[config.mk]
export PLATFORM = sky130hd
export DESIGN_NAME = axi_master
export DESIGN_NICKNAME = d
export VERILOG_FILES = /design/src/rtl/axi_master_pkg.sv /design/src/rtl/axi_slave_mem.sv /design/src/rtl/axi_master.sv
export SDC_FILE = /design/constraint.sdc
export NUM_CORES = 2
export LEC_CHECK = 0
export BUFFER_PORTS_ARGS = -buffer_cell sky130_fd_sc_hd__buf_2
export CORE_MARGIN = 4
export CORE_UTILIZATION = 40
export DETAILED_ROUTE_END_ITERATION = 6
export MAX_ROUTING_LAYER = met4
export PLACE_DENSITY = 0.55
export SLEW_MARGIN = 10
export SYNTH_ARGS = -nofsm -noshare
export SYNTH_HDL_FRONTEND = slang
export SYNTH_SLANG_ARGS = --single-unit
[constraint.sdc]
create_clock -name clk -period 9.23 [get_ports clk]
set_clock_uncertainty 0.05 [all_clocks]
set_input_delay 0.923 -clock clk [delete_from_list [all_inputs] [get_ports clk]]
set_output_delay 0.923 -clock clk [all_outputs]
set_load 0.02 [all_outputs]
[src/rtl/axi_master_pkg.sv]
// Shared types and constants for the AXI-style transaction engine.
// Widths, FSM encoding and response codes.
package axi_master_pkg;

  localparam int ADDR_W = 8;
  localparam int DATA_W = 8;
  localparam int ID_W   = 4;
  localparam int LEN_W  = 4;

  localparam logic RESP_OKAY   = 1'b0;
  localparam logic RESP_SLVERR = 1'b1;

  typedef enum logic [2:0] {
    S_IDLE = 3'd0,
    S_AR   = 3'd1,
    S_R    = 3'd2,
    S_AW   = 3'd3,
    S_W    = 3'd4,
    S_B    = 3'd5
  } state_t;

endpackage

[src/rtl/axi_slave_mem.sv]
// 256x8 slave memory with per-byte valid bits.
// Sync write port, combinational read port.
module axi_slave_mem
  import axi_master_pkg::*;
(
  input  logic              clk,
  input  logic              rst,
  input  logic              i_we,
  input  logic [ADDR_W-1:0] i_waddr,
  input  logic [DATA_W-1:0] i_wdata,
  input  logic [ADDR_W-1:0] i_raddr,
  output logic [DATA_W-1:0] o_rdata,
  output logic              o_rvalid
);

  logic [DATA_W-1:0] r_mem [256];
  logic [255:0]      r_valid;

  // data storage, deliberately not reset
  always_ff @(posedge clk) begin
    if (i_we) r_mem[i_waddr] <= i_wdata;
  end

  // valid bits: cleared on reset, set on write
  always_ff @(posedge clk) begin
    if (rst) begin
      r_valid <= '0;
    end else if (i_we) begin
      r_valid[i_waddr] <= 1'b1;
    end
  end

  assign o_rdata  = r_mem[i_raddr];
  assign o_rvalid = r_valid[i_raddr];

endmodule

[src/rtl/axi_master.sv]
// Command-driven AXI-style engine: single-beat write, burst read.
// Every transaction terminates in the embedded slave memory.
module axi_master
  import axi_master_pkg::*;
(
  input  logic              clk,
  input  logic              rst,
  input  logic              en,
  input  logic              en_,
  input  logic              LAST,
  input  logic [ADDR_W-1:0] ARADDR,
  input  logic [LEN_W-1:0]  ARLEN,
  input  logic [ID_W-1:0]   ARID,
  input  logic [ADDR_W-1:0] AWADDR,
  input  logic [ID_W-1:0]   AWID,
  input  logic [DATA_W-1:0] INDATA,
  output logic              ARVALID,
  output logic [15:0]       OUT,
  output logic              RREADY,
  output logic [DATA_W-1:0] RDATA,
  output logic              RRESP,
  output logic              AWVALID,
  output logic [11:0]       AWOUT,
  output logic              WVALID,
  output logic [DATA_W-1:0] WDATA,
  output logic              WLAST,
  output logic              BREADY,
  output logic [4:0]        BOUT
);

  state_t            r_state;
  logic [LEN_W-1:0]  r_beat;
  logic [ADDR_W-1:0] r_araddr;
  logic [LEN_W-1:0]  r_arlen;
  logic [ID_W-1:0]   r_arid;
  logic [ADDR_W-1:0] r_awaddr;
  logic [ID_W-1:0]   r_awid;
  logic [DATA_W-1:0] r_wdata;
  logic              r_last;

  logic              r_arvalid;
  logic [15:0]       r_out;
  logic              r_rready;
  logic [DATA_W-1:0] r_rdata;
  logic              r_rresp;
  logic              r_awvalid;
  logic [11:0]       r_awout;
  logic              r_wvalid;
  logic [DATA_W-1:0] r_wdata_o;
  logic              r_wlast;
  logic              r_bready;
  logic [4:0]        r_bout;

  logic              w_we;
  logic [ADDR_W-1:0] w_rd_addr;
  logic [ADDR_W-1:0] w_rd_off;
  logic [DATA_W-1:0] w_rd_data;
  logic              w_rd_valid;

  // memory port addressed by the beat about to be presented
  always_comb begin
    w_rd_off = 8'd0;
    if (r_state == S_R) w_rd_off = {4'd0, r_beat} + 8'd1;
    w_rd_addr = r_araddr + w_rd_off;
    w_we      = (r_state == S_W) && !rst;
  end

  axi_slave_mem u_mem (
    .clk      (clk),
    .rst      (rst),
    .i_we     (w_we),
    .i_waddr  (r_awaddr),
    .i_wdata  (r_wdata),
    .i_raddr  (w_rd_addr),
    .o_rdata  (w_rd_data),
    .o_rvalid (w_rd_valid)
  );

  // FSM, capture registers and registered channel outputs
  always_ff @(posedge clk) begin
    if (rst) begin
      r_state   <= S_IDLE;
      r_beat    <= '0;
      r_arvalid <= 1'b0;
      r_out     <= '0;
      r_rready  <= 1'b0;
      r_rdata   <= '0;
      r_rresp   <= 1'b0;
      r_awvalid <= 1'b0;
      r_awout   <= '0;
      r_wvalid  <= 1'b0;
      r_wdata_o <= '0;
      r_wlast   <= 1'b0;
      r_bready  <= 1'b0;
      r_bout    <= '0;
    end else begin
      r_arvalid <= 1'b0;
      r_out     <= '0;
      r_rready  <= 1'b0;
      r_rdata   <= '0;
      r_rresp   <= 1'b0;
      r_awvalid <= 1'b0;
      r_awout   <= '0;
      r_wvalid  <= 1'b0;
      r_wdata_o <= '0;
      r_wlast   <= 1'b0;
      r_bready  <= 1'b0;
      r_bout    <= '0;
      unique case (r_state)
        S_IDLE: begin
          if (en) begin
            r_araddr  <= ARADDR;
            r_arlen   <= ARLEN;
            r_arid    <= ARID;
            r_arvalid <= 1'b1;
            r_out     <= {ARID, ARLEN, ARADDR};
            r_state   <= S_AR;
          end else if (en_) begin
            r_awaddr  <= AWADDR;
            r_awid    <= AWID;
            r_wdata   <= INDATA;
            r_last    <= LAST;
            r_awvalid <= 1'b1;
            r_awout   <= {AWID, AWADDR};
            r_state   <= S_AW;
          end
        end
        S_AR: begin
          r_beat   <= '0;
          r_rready <= 1'b1;
          r_rdata  <= w_rd_valid ? w_rd_data : '0;
          r_rresp  <= w_rd_valid ? RESP_OKAY : RESP_SLVERR;
          r_state  <= S_R;
        end
        S_R: begin
          if (r_beat == r_arlen) begin
            r_state <= S_IDLE;
          end else begin
            r_beat   <= r_beat + 4'd1;
            r_rready <= 1'b1;
            r_rdata  <= w_rd_valid ? w_rd_data : '0;
            r_rresp  <= w_rd_valid ? RESP_OKAY : RESP_SLVERR;
          end
        end
        S_AW: begin
          r_wvalid  <= 1'b1;
          r_wdata_o <= r_wdata;
          r_wlast   <= r_last;
          r_state   <= S_W;
        end
        S_W: begin
          r_bready <= 1'b1;
          r_bout   <= {r_awid, RESP_OKAY};
          r_state  <= S_B;
        end
        S_B: begin
          r_state <= S_IDLE;
        end
        default: r_state <= S_IDLE;
      endcase
    end
  end

  assign ARVALID = r_arvalid;
  assign OUT     = r_out;
  assign RREADY  = r_rready;
  assign RDATA   = r_rdata;
  assign RRESP   = r_rresp;
  assign AWVALID = r_awvalid;
  assign AWOUT   = r_awout;
  assign WVALID  = r_wvalid;
  assign WDATA   = r_wdata_o;
  assign WLAST   = r_wlast;
  assign BREADY  = r_bready;
  assign BOUT    = r_bout;

endmodule

==> results.yml <==
run_status:
  status: "completed"
timing:
  setup_viol: 0
  tns_ns: 0
  hold_viol_final: 0
  post-route-min-period_ns: 6.261
  fin_ws_ns: 2.969
  rsz0062_at_grt: "false"
  maxSlewHeadroom_pct: 4.850
  tightest_slew_ns: 1.418
  slew_violations: 0
  fmaxAchievable_mhz: 159.7
  fin_crit_sh_pct: 67.83
detailed_routing:
  via_per_inst: 5.639
  wl_met2_mm: 115.3
  ant_nets: 0
  vias: 47673
  wl_met1_mm: 106.7
  drc: 0
  wl_met3_mm: 16.54
  dr.pass1.iters: 6
  wl_mm: 245.3
  top_layer: "met4"
  wl_per_cell_um: 29.01
  first_iter_violations: 5368
setup_path:
  crit_path_start_kind: "flop"
  r2r-end: "RDATA[2]$_SDFF_PP0_"
  reg2reg_from: "r_state[2]$_SDFFE_PP0P_"
  endpoint_kind: "flop"
  cp_max_fo: 45
  crit_start: "r_state[2]$_SDFFE_PP0P_"
  crit_path_end: "RDATA[2]$_SDFF_PP0_"
  crit_type: "flop to flop"
  r2r_slack_ns: 2.97
  crit_required_ns: 9.89
  r2r_cells: 15
  critPathArrivalTime_ns: 6.92
floorplan:
  rows: 176
  dieArea_um2: 238800
  core_um2: 229900
  ios: 97
  die_w_um: 488.7
  initial_utilization_pct: 40.20
  die_h_um: 488.7
layout:
  drive_gt1_share_pct: 21.89
  final_common_cell: "edfxtp_1"
  areaGrowthSynthToFinish_pct: 12.47
  fin_area_um2: 103900
  stdcell_count: 8454
  nNetsFinal: 5259
  most-common-layout-cells: "edfxtp_1 (2,081), nor2_1 (812), mux4_2 (562), nand2_1 (371), dfxtp_1 (318)"
grt:
  antenna_found_initial: 10
  grt_usage_pct: 21.06
  grt_max_degree: 213
  grt_pass1_vias: 47897
  overflow: 0
  grt_pass1_wl_mm: 353.2
power_and_ir_drop:
  total_power_mw: 23.54
  pwr-share-clk_pct: 40.5
  pwr-share-comb_pct: 9.6
  intPower_mw: 17.98
  p_sw_share_pct: 23.62
  peakVddDrop_uv: 177.5
  p_leak_nw: 33.03
  powerDensity_nw_per_um2: 226.5
  seqPwrFrac_pct: 49.8
  switchingPower_mw: 5.561
cts:
  cts_buffers: 236
  clock_path_buffers: 3
  path_clk_slew_ns: 0.06
  cts_tree: "done"
  clk_latency_ns: 0.88
  ctsResizeCount: 0
  cts_setup_buffers: 0
  root_buffer: "clkbuf_16"
  ctsHoldBuffers: 0
  cts.sinks: 2399
  h-tree-depth: 4
placed_design:
  hpwl_mm: 139.2
  place_inst: 7997
  pre_cts_ws_ns: 3.054
  place_area_um2: 96210
  gp_congestion: 0.7770
  portBuffers: 95
yosys:
  synth_compound_gate_area_share_pct: 1.793
  synth_top_area_cell: "edfxtp_1"
  ys_ff_latch: 2399
  netlist.area_leader.share_pct: 67.62
  async_flop_share_pct: 0
  synth_cell_type_count: 73
  syn_area_um2: 92410
  synthCells: 5079
  ys_seq_area_share_pct: 74.51
  yosys-mux-area-fraction_pct: 14.96
  synth-edff-count: 2081
  yosysWarnings: 0
  synthAdderAreaFrac_pct: 0.1164
  synth.net_count: 5128
  yosys.area_share.xor_xnor_pct: 0.2478
  synth_top_family_by_area: "multiplexers"
  synth.area.top_cells: "edfxtp_1 (68%), mux4_2 (14%), dfxtp_1 (6.9%)"
  synth_ff_type: "edfxtp_1"
  syn_avg_cell_area_um2: 18.20
  synthSimpleGateAreaFrac_pct: 6.718
flow_run:
  drv_cap: 0
worst_hold_path:
  worstHoldPathType: "input pin to flop"
## through the flow
step	util, %	hold slack (ns)
floorplan	-	0.3703
finish	45.21	0.1681
detailed placement	41.85	0.3822
CTS	45.20	0.08670
global placement	41.85	0.3731
global route	45.21	0.1168
## per-layer routing
| metal | GRT usage [%] | up-vias |
|---|---|---|
| met1 | 29.76 | 25374 |
| met5 | - | - |
| li1 | - | 20178 |
| met4 | 5.869 | 0 |
| met3 | 3.297 | 356 |
| met2 | 31.99 | 1765 |
## state kept, by name (all words and copies together) (netlist names)
name,cells
r_state,3
ARVALID,1
WDATA,8
RDATA,8
AWOUT,12
BOUT,4
u_mem.r_mem,2048
RREADY,1
u_mem.r_valid,256
WVALID,1
r_arlen,4
r_wdata,8
WLAST,1
OUT,16
r_awaddr,8
AWVALID,1
r_awid,4
RRESP,1
r_beat,4
r_araddr,8
r_last,1
BREADY,1
## synthesized netlist by cell type, drive strengths merged (8+ instances only)
cell type / instances
a2111oi: 10
a211oi: 32
a21oi: 35
a221oi: 9
a311oi: 21
a31oi: 37
and2: 40
and3: 31
buf: 176
clkbuf: 110
dfxtp: 318
edfxtp: 2081
mux2: 17
mux2i: 48
mux4: 581
nand2: 385
nand3: 135
nand4: 18
nor2: 816
nor2b: 18
nor3: 24
nor4: 8
o21ai: 20
o21ba: 20
o22ai: 8
xnor2: 11
## logic make-up after synthesis
logic type | Yosys count
other | 1
AO/OA/AOI/OAI | 223
buffers and inverters | 292
multiplexers | 646
flip-flops | 2399
XOR/XNOR | 18
AND/OR/NAND/NOR | 1492
adder cells (fa/ha/maj) | 8
## final cells by class
| class | count | area (µm²) |
|---|---|---|
| inverter | 6 | 22.52 |
| timing repair buffer | 179 | 1361 |
| fill | 19748 | 126000 |
| antenna | 5 | 12.51 |
| multi-input combinational | 2388 | 22200 |
| tap | 3026 | 3786 |
| sequential | 2399 | 68860 |
| clock buffer | 310 | 6447 |
| clock inverter | 141 | 1252 |
## worst min path at each step
stage                     startpoint                   end  slack [ns]  cells past startpoint
finish                     INDATA[3]  r_wdata[3]$_DFFE_PP_        0.17                      1
global route               INDATA[7]  r_wdata[7]$_DFFE_PP_        0.12                      1
CTS                        INDATA[7]  r_wdata[7]$_DFFE_PP_        0.09                      1
detailed placement  r_last$_DFFE_PP_      WLAST$_SDFF_PP0_        0.38                      1
global placement    r_last$_DFFE_PP_      WLAST$_SDFF_PP0_        0.37                      1
floorplan           r_last$_DFFE_PP_      WLAST$_SDFF_PP0_        0.37                      1
## power groups by stage
stage	clock network [mW]	registers [mW]	logic, mW
after global placement	0	12.0	2.30
final	9.54	11.7	2.27
after CTS	9.71	11.7	2.30
after floorplan	0	12.0	1.55
after detailed placement	0	12.0	2.30
after global routing	10.2	11.7	2.41
## worst max-delay path, stage by stage, from the launching register on
cell       delay (ns)
dfxtp_1          0.39
nor2_1           0.18
nand2_1          0.16
nor2_1           0.34
ha_4             0.19
inv_1            0.05
fa_4             1.23
buf_4            0.69
mux2_2           0.40
o22ai_1          0.22
nor3_1           0.11
a211oi_1         0.46
a2111oi_0        0.14
buf_4            0.21
a311oi_1         1.06
nor4_1           0.09
Power figures use the tool's default switching activity.
